--- src/rtl/clock_reset_sequencer.sv ---
// rtl/clock_reset_sequencer.sv - DCM supervision with lock qualification, retry and ordered domain reset release
// Runs on the free-running board clock so it keeps working while the DCM output is absent.
module clock_reset_sequencer #(
  parameter int DCM_RST_CYCLES = 4,
  parameter int LOCK_TIMEOUT   = 1000,
  parameter int LOCK_FILTER    = 16,
  parameter int RELEASE_GAP    = 8,
  parameter int NUM_DOMAINS    = 3,
  parameter int MAX_RETRIES    = 3
) (
  input  logic                   clk,
  input  logic                   reset_n,
  input  logic                   locked,
  input  logic [7:0]             status,
  input  logic                   restart,
  output logic                   dcm_rst,
  output logic [NUM_DOMAINS-1:0] domain_reset,
  output logic                   ready,
  output logic                   fault,
  output logic [3:0]             retry_count
);
  localparam int CW = $clog2(DCM_RST_CYCLES + 1);
  localparam int TW = $clog2(LOCK_TIMEOUT + 1);
  localparam int FW = $clog2(LOCK_FILTER + 1);
  localparam int GW = $clog2(RELEASE_GAP + 1);

  typedef enum logic [2:0] {
    S_RESET_DCM, S_WAIT_LOCK, S_STABLE, S_RELEASE, S_RUN, S_FAULT
  } state_t;

  state_t                 r_state, w_state_nxt;
  logic [1:0]             r_lock_sync, r_stop_sync;
  logic [CW-1:0]          r_rst_cnt, w_rst_cnt_nxt;
  logic [TW-1:0]          r_timer, w_timer_nxt;
  logic [FW-1:0]          r_filter, w_filter_nxt;
  logic [GW-1:0]          r_gap, w_gap_nxt;
  logic                   w_dcm_rst_nxt, w_ready_nxt, w_fault_nxt;
  logic [NUM_DOMAINS-1:0] w_domain_reset_nxt, w_dr_shift;
  logic [3:0]             w_retry_nxt;
  logic                   w_locked_s, w_stop_s, w_loss, w_reseq, w_timeout;
  logic                   w_unused_status;

  assign w_locked_s      = r_lock_sync[1];
  assign w_stop_s        = r_stop_sync[1];
  assign w_loss          = ((r_state == S_RELEASE) || (r_state == S_RUN)) && (!w_locked_s || w_stop_s);
  assign w_reseq         = restart || w_loss;
  assign w_timeout       = (r_timer == TW'(LOCK_TIMEOUT));
  assign w_dr_shift      = domain_reset << 1;
  assign w_unused_status = &{status[7:2], status[0]};

  always_ff @(posedge clk or negedge reset_n) begin
    if (!reset_n) begin
      r_lock_sync  <= '0;
      r_stop_sync  <= '0;
      r_state      <= S_RESET_DCM;
      r_rst_cnt    <= '0;
      r_timer      <= '0;
      r_filter     <= '0;
      r_gap        <= '0;
      dcm_rst      <= 1'b1;
      domain_reset <= '1;
      ready        <= 1'b0;
      fault        <= 1'b0;
      retry_count  <= '0;
    end else begin
      r_lock_sync  <= {r_lock_sync[0], locked};
      r_stop_sync  <= {r_stop_sync[0], status[1]};
      r_state      <= w_state_nxt;
      r_rst_cnt    <= w_rst_cnt_nxt;
      r_timer      <= w_timer_nxt;
      r_filter     <= w_filter_nxt;
      r_gap        <= w_gap_nxt;
      dcm_rst      <= w_dcm_rst_nxt;
      domain_reset <= w_domain_reset_nxt;
      ready        <= w_ready_nxt;
      fault        <= w_fault_nxt;
      retry_count  <= w_retry_nxt;
    end
  end

  always_comb begin
    w_state_nxt        = r_state;
    w_rst_cnt_nxt      = r_rst_cnt;
    w_timer_nxt        = r_timer;
    w_filter_nxt       = r_filter;
    w_gap_nxt          = r_gap;
    w_dcm_rst_nxt      = dcm_rst;
    w_domain_reset_nxt = domain_reset;
    w_ready_nxt        = ready;
    w_fault_nxt        = fault;
    w_retry_nxt        = retry_count;

    // restart and loss share one path so a coincident timeout cannot start a second sequence
    if (w_reseq) begin
      w_state_nxt        = S_RESET_DCM;
      w_rst_cnt_nxt      = '0;
      w_timer_nxt        = '0;
      w_filter_nxt       = '0;
      w_gap_nxt          = '0;
      w_dcm_rst_nxt      = 1'b1;
      w_domain_reset_nxt = '1;
      w_ready_nxt        = 1'b0;
      w_fault_nxt        = 1'b0;
      w_retry_nxt        = '0;
    end else begin
      case (r_state)
        S_RESET_DCM: begin
          if (r_rst_cnt == CW'(DCM_RST_CYCLES - 1)) begin
            w_state_nxt   = S_WAIT_LOCK;
            w_rst_cnt_nxt = '0;
            w_timer_nxt   = '0;
            w_dcm_rst_nxt = 1'b0;
          end else begin
            w_rst_cnt_nxt = r_rst_cnt + CW'(1);
          end
        end
        S_WAIT_LOCK, S_STABLE: begin
          if (w_timeout) begin
            if (retry_count == 4'(MAX_RETRIES)) begin
              w_state_nxt = S_FAULT;
              w_fault_nxt = 1'b1;
            end else begin
              w_state_nxt   = S_RESET_DCM;
              w_retry_nxt   = retry_count + 4'd1;
              w_rst_cnt_nxt = '0;
              w_dcm_rst_nxt = 1'b1;
            end
          end else begin
            w_timer_nxt = r_timer + TW'(1);
            if (r_state == S_WAIT_LOCK) begin
              if (w_locked_s) begin
                w_state_nxt  = S_STABLE;
                w_filter_nxt = '0;
              end
            end else if (!w_locked_s) begin
              w_state_nxt  = S_WAIT_LOCK;
              w_filter_nxt = '0;
            end else if (r_filter == FW'(LOCK_FILTER - 1)) begin
              w_state_nxt = S_RELEASE;
              w_gap_nxt   = '0;
            end else begin
              w_filter_nxt = r_filter + FW'(1);
            end
          end
        end
        S_RELEASE: begin
          // domain_reset drains from bit 0 upward; all-zero marks the last release
          if (r_gap == GW'(RELEASE_GAP - 1)) begin
            w_gap_nxt          = '0;
            w_domain_reset_nxt = w_dr_shift;
            if (w_dr_shift == '0) begin
              w_state_nxt = S_RUN;
              w_ready_nxt = 1'b1;
            end
          end else begin
            w_gap_nxt = r_gap + GW'(1);
          end
        end
        S_RUN:   ;
        S_FAULT: ;
        default: w_state_nxt = S_RESET_DCM;
      endcase
    end
  end
endmodule

--- config.mk ---
export PLATFORM = sky130hd
export DESIGN_NAME = clock_reset_sequencer
export DESIGN_NICKNAME = d
export VERILOG_FILES = /design/src/rtl/clock_reset_sequencer.sv
export SDC_FILE = /design/constraint.sdc
export NUM_CORES = 1
export LEC_CHECK = 0
export ABC_AREA = 0
export CAP_MARGIN = 30
export CORE_MARGIN = 4
export CORE_UTILIZATION = 30
export DETAILED_ROUTE_END_ITERATION = 6
export DONT_BUFFER_PORTS = 1
export GPL_TIMING_DRIVEN = 0
export MAX_ROUTING_LAYER = met4
export SYNTH_ARGS = -nofsm -noshare
export SYNTH_HDL_FRONTEND = slang
export SYNTH_SLANG_ARGS = --single-unit
export TNS_END_PERCENT = 30
--- constraint.sdc ---
create_clock -name clk -period 2.05 [get_ports clk]
set_input_delay 0.41 -clock clk [delete_from_list [all_inputs] [get_ports clk]]
set_output_delay 0.41 -clock clk [all_outputs]
set_load 0.01 [all_outputs]
### Word level (Yosys, flattened, before mapping)

Index checks and enable logic that the tools add are counted.

| word-level totals | value |
|---|---|
| output and inout bits | 10 |
| logic and storage cells | 124 |
| register bits | 39 |

| operators by class | value |
|---|---|
| $add $sub $neg | 5 |
| reductions and logical operators | 27 |
| multiplexer cells | 54 |
| equality and inequality tests | 26 |

Operators by type and width:

| operator | number |
|---|---|
| 3-bit two-way mux | 17 |
| 4-bit two-way mux | 10 |
| 5-bit two-way mux | 7 |
| 10-bit two-way mux | 3 |
| 3-bit != test (second input constant) | 8 |
| 10-bit case mux with 2 select lines | 1 |
| 3-bit AND reduction | 5 |
| 1-bit two-way mux | 12 |
| 3-bit case mux with 4 select lines | 1 |
| 2-bit nonzero test | 6 |
| 10-bit by 1-bit adder with 10-bit output (second input constant) | 1 |
| 10-bit == test (second input constant) | 1 |
| 3-bit by 2-bit == test with 1-bit output (second input constant) | 3 |
| 4-bit by 1-bit adder with 4-bit output (second input constant) | 2 |
| 4-bit case mux with 2 select lines | 1 |
| 4-bit AND reduction | 2 |
| 3-bit == test (second input constant) | 2 |
| 3-bit zero test | 2 |
| 3-bit by 2-bit != test with 1-bit output (second input constant) | 2 |
| 6-bit != test (second input constant) | 1 |
| 3-bit case mux with 2 select lines | 1 |
| 6-bit AND reduction | 1 |
| 3-bit nonzero test | 2 |
| 5-bit by 1-bit adder with 5-bit output (second input constant) | 1 |
| other kinds (16) | 20 |

### Longest topological paths before layout

| depth | value |
|---|---|
| depth after elaboration | 7 |
| depth in mapped cells | 8 |
| depth with buffers taken out | 8 |

### Least setup slack after synthesis

OpenSTA, ideal clock, no wires.

| timing | value |
|---|---|
| path kind | register -> register |
| start | reg r_state[0] |
| end | reg r_state[1] |
| path buffers | 1 |
| data arrival time | 1806 ps |
| clock period less this slack | 1934 ps |
| slack | 116 ps |
| cell stages (with the launch flop) | 7 |
| path through | dfrtp_1 buf_6 or2_4 a221oi_2 o32ai_1 a211oi_2 mux2_1 |

| on the way | value |
|---|---|
| longest elaborated chain between the ends | 6 |

Ends and longest elaborated chain:

| what | RTL line | source |
|---|---|---|
| start, declared | 31 | `state_t r_state, w_state_nxt;` |
| start signal, assigned | 68 | `r_state <= w_state_nxt;` |
| 3-bit by 2-bit == test with 1-bit output / 3-bit == test (equally long branches) | 45, 106 |  |
| 1-bit logical OR | 45 | `assign w_loss = ((r_state == S_RELEASE) \|\| (r_state == S_RUN)) && (!w_locked_s \|\| w_stop_s);` |
| 1-bit logical AND | 45 |  |
| 1-bit logical OR | 46 | `assign w_reseq = restart \|\| w_loss;` |
| 6-bit != test (no line), or another cell as far along | - |  |
| 6-bit AND reduction (no line) | - |  |

Parallel ways exist; a longest one is shown, timed or not.
A chain may end at the register's enable or synchronous reset.

### Worst setup path after layout

Ends and elaborated chain as after synthesis.

==> run metrics <==
Static Leak=1.088 nW; area leader, netlist=dfrtp_1; Antenna Violating Nets Remaining=0; fin area=2654 µm²; worst min path class=primary input to flop; distinct cell type count after synthesis=58; port bufs=0; IO Pins=22; RD Place Congestion=roughly 0.83; WL/cell=14.10 µm; Period minus WS final=2002 ps; DRC viols=0; Max Fclk=0.4996 GHz; met3 Use GR=0.02724; crit-path max FO=10; hold_sp=status[1]; ys flop type=dfrtp_1; XOR/XNOR Fraction of Synth Area=0.003930; post-synthesis compound-gate area fraction=0.2319; pwr dens=approximately 860 nW/µm²; Fin Clk Skew=6.425 ps; first-pass GRT wire length=8.093 mm; ANT cells=0; gr usage total=0.1173; antenna violations before repair=0; drt total wl=4.948 mm; Hold Path Stages=0; First-pass DRT Iterations=4; final net count=270; clk_lat worst skew=approximately 290 ps; Layout area overhead=19.09%; Simple-Gate Fraction of Synth Area=0.2229; relative slew slack=0.5898; Setup Viol. Count Final=0; Synthesis Warnings=0; largest cells by area after synthesis=dfrtp_1 39%, o21ai_0 4.9%, dfstp_2 4.7%; FF+latch count, synth=39; Worst-Margin Slew=610.6 ps; Required @ worst endpoint=2230 ps; busiest grt layer=met2; Max Cap Violations=0; DPL Wire Length=3.361 mm; Period Utilization, post-route=0.9764; final slew viol count=0; EDFF count, synth=0; H-tree depth=2; Root Buffer=clkbuf_8; CTS Buf Count=5; post-synthesis mux area share=0.01404; reg2reg start=r_state[0]; Gate Count Post-Synth=approximately 230; num rows=31; Core Footprint=approximately 7300 µm²; share of synthesized registers carrying an async set or reset=1.000; Iter 0 DRT Violations=97; share of cells above drive strength 1=0.2460; Layout Cells excl Fill=between 300 and 400; Inst Count DP=330; met1 Use GR=0.1632; CTS tree=built; share of the yosys chip area belonging to registers=0.4402; largest net degree at the start of global routing=40; r2r setup slk=50 ps; Final Hold Viols=0; status=completed; die width=94.19 µm; slowest stage delay, CP=about 390 ps; placed cell area=2352 µm²; CTS clk-pin slew, worst paths=80 ps; RSZ-0062 raised after global routing=yes; Buf/Inv on CP=1; VDD IR max=393.9 µV; Worst setup SP type=flop; largest family of logic cells by synthesized area=compound AO/OA/AOI/OAI gates; CP Depth=6; clock tree sinks=39; Reg2Reg Depth=6; Initial Util=0.3072; GR Overflow Total=0; die height=approximately 94 µm; Worst EP arrival=2180 ps; Mapped Avg Cell Area=9.647 µm²; Synth Area in Adders=0.03930; DR vias/cell=5.131; Cell Area, Synth=2228 µm²; CP startpoint=r_state[0]; Synth Net Count=250; deepest clock path buffer count=2; critical path cell sequence=buf_6 -> or2_4 -> a221oi_4 -> o32ai_1 -> a211oi_2 -> mux2_1; cell family with most CP delay=compound AO/OA/AOI/OAI gates; Worst Setup End Kind=flop; Total Power=2.290 mW; Die ar.=~9000 µm²; number of global-route vias before repair=1,648; Synth top area share=0.3930; met2 GRT Util=0.1726; critical path class=flop to flop; slowest cell on the critical path=dfrtp_1; via count=between 1,500 and 2,000
metrics by stage:
| step | utilization | setup TNS, ps | setup WS (ps) | hold slack [ps] |
|---|---|---|---|---|
| 2_1_floorplan | - | 0 | 116.4 | 114.4 |
| 3_3_place_gp | 0.3243 | -76.81 | -76.81 | 115.5 |
| 3_5_place_dp | 0.3243 | -105.6 | -105.6 | 115.3 |
| 4_1_cts | 0.3462 | 0 | 17.47 | 135.6 |
| 5_1_grt | 0.3659 | -150.4 | -65.05 | 123.0 |
| 6_report | 0.3659 | 0 | 48.40 | 147.1 |
worst paths after layout:
check,endpoint
min in group asynchronous,retry_count[3]
min reg2reg,r_stop_sync[1]
max,r_state[1]
min,r_stop_sync[0]
max reg2reg,r_state[1]
max in group asynchronous,domain_reset[2]
synth_stat cells, types with 4 or more instances:
library cell,n
dfstp_2,4
o21ai_1,11
o31ai_1,8
nor3b_1,4
dfrtp_1,35
nor3_1,5
a21oi_1,13
nand3_1,9
o21ai_0,22
nor2_1,19
inv_1,10
ha_1,7
nand2_1,21
cell type report:
type / instances / area, µm²
Sequential cell: 39 / 982.2
Multi-Input combinational cell: 173 / 1221
Clock buffer: 7 / 96.34
Tap cell: 99 / 123.9
Fill cell: 751 / 4599
Inverter: 11 / 41.29
Clock inverter: 1 / 7.507
Buffer: 8 / 65.06
Timing Repair Buffer: 13 / 116.4
power by group:
group	switching [mW]	total, mW	internal [mW]	leakage (nW)
logic	0.483	0.819	0.336	0.523
clock network	0.276	0.582	0.306	0.0505
registers	0.0535	0.890	0.836	0.515
what timing repair did:
| action | 4_1_cts | 5_1_grt |
|---|---|---|
| buffers inserted | 3 | 8 |
| pin swaps | 2 | 8 |
| gates resized for setup | 1 | 14 |
| hold buffers | 2 | 0 |
| endpoints found under the hold margin | 39 | 0 |
| setup endpoints to repair | 1 | 26 |
kinds of logic after synthesis:
family          after synthesis
xor+xnor                      1
simple gates                 87
flops                        39
buf+inv                      19
compound gates               75
mux                           3
fa+ha+maj                     7
cell usage in the layout, fill, tap and decap left out, drive strengths merged, types with 3 or more instances in the layout:
cell type / count
a21oi: 14
and3: 3
buf: 19
clkbuf: 8
dfrtp: 35
dfstp: 4
ha: 7
inv: 11
nand2: 22
nand2b: 3
nand3: 9
nor2: 19
nor2b: 4
nor3: 6
nor3b: 4
o21ai: 33
o31ai: 9
o41ai: 3
or3: 5
registers in the layout, indices dropped and copies added (netlist names):
name          cells
r_state           3
dcm_rst           1
r_filter          5
retry_count       4
ready             1
r_stop_sync       2
r_gap             4
fault             1
r_lock_sync       2
r_timer          10
r_rst_cnt         3
domain_reset      3
routing by layer:
metal,wire length (µm),part of all wire
met2,2383,0.48
met1,2356,0.48
met3,163,0.033
met5,0,0
met4,44,0.0089
Power figures use the tool's default switching activity.
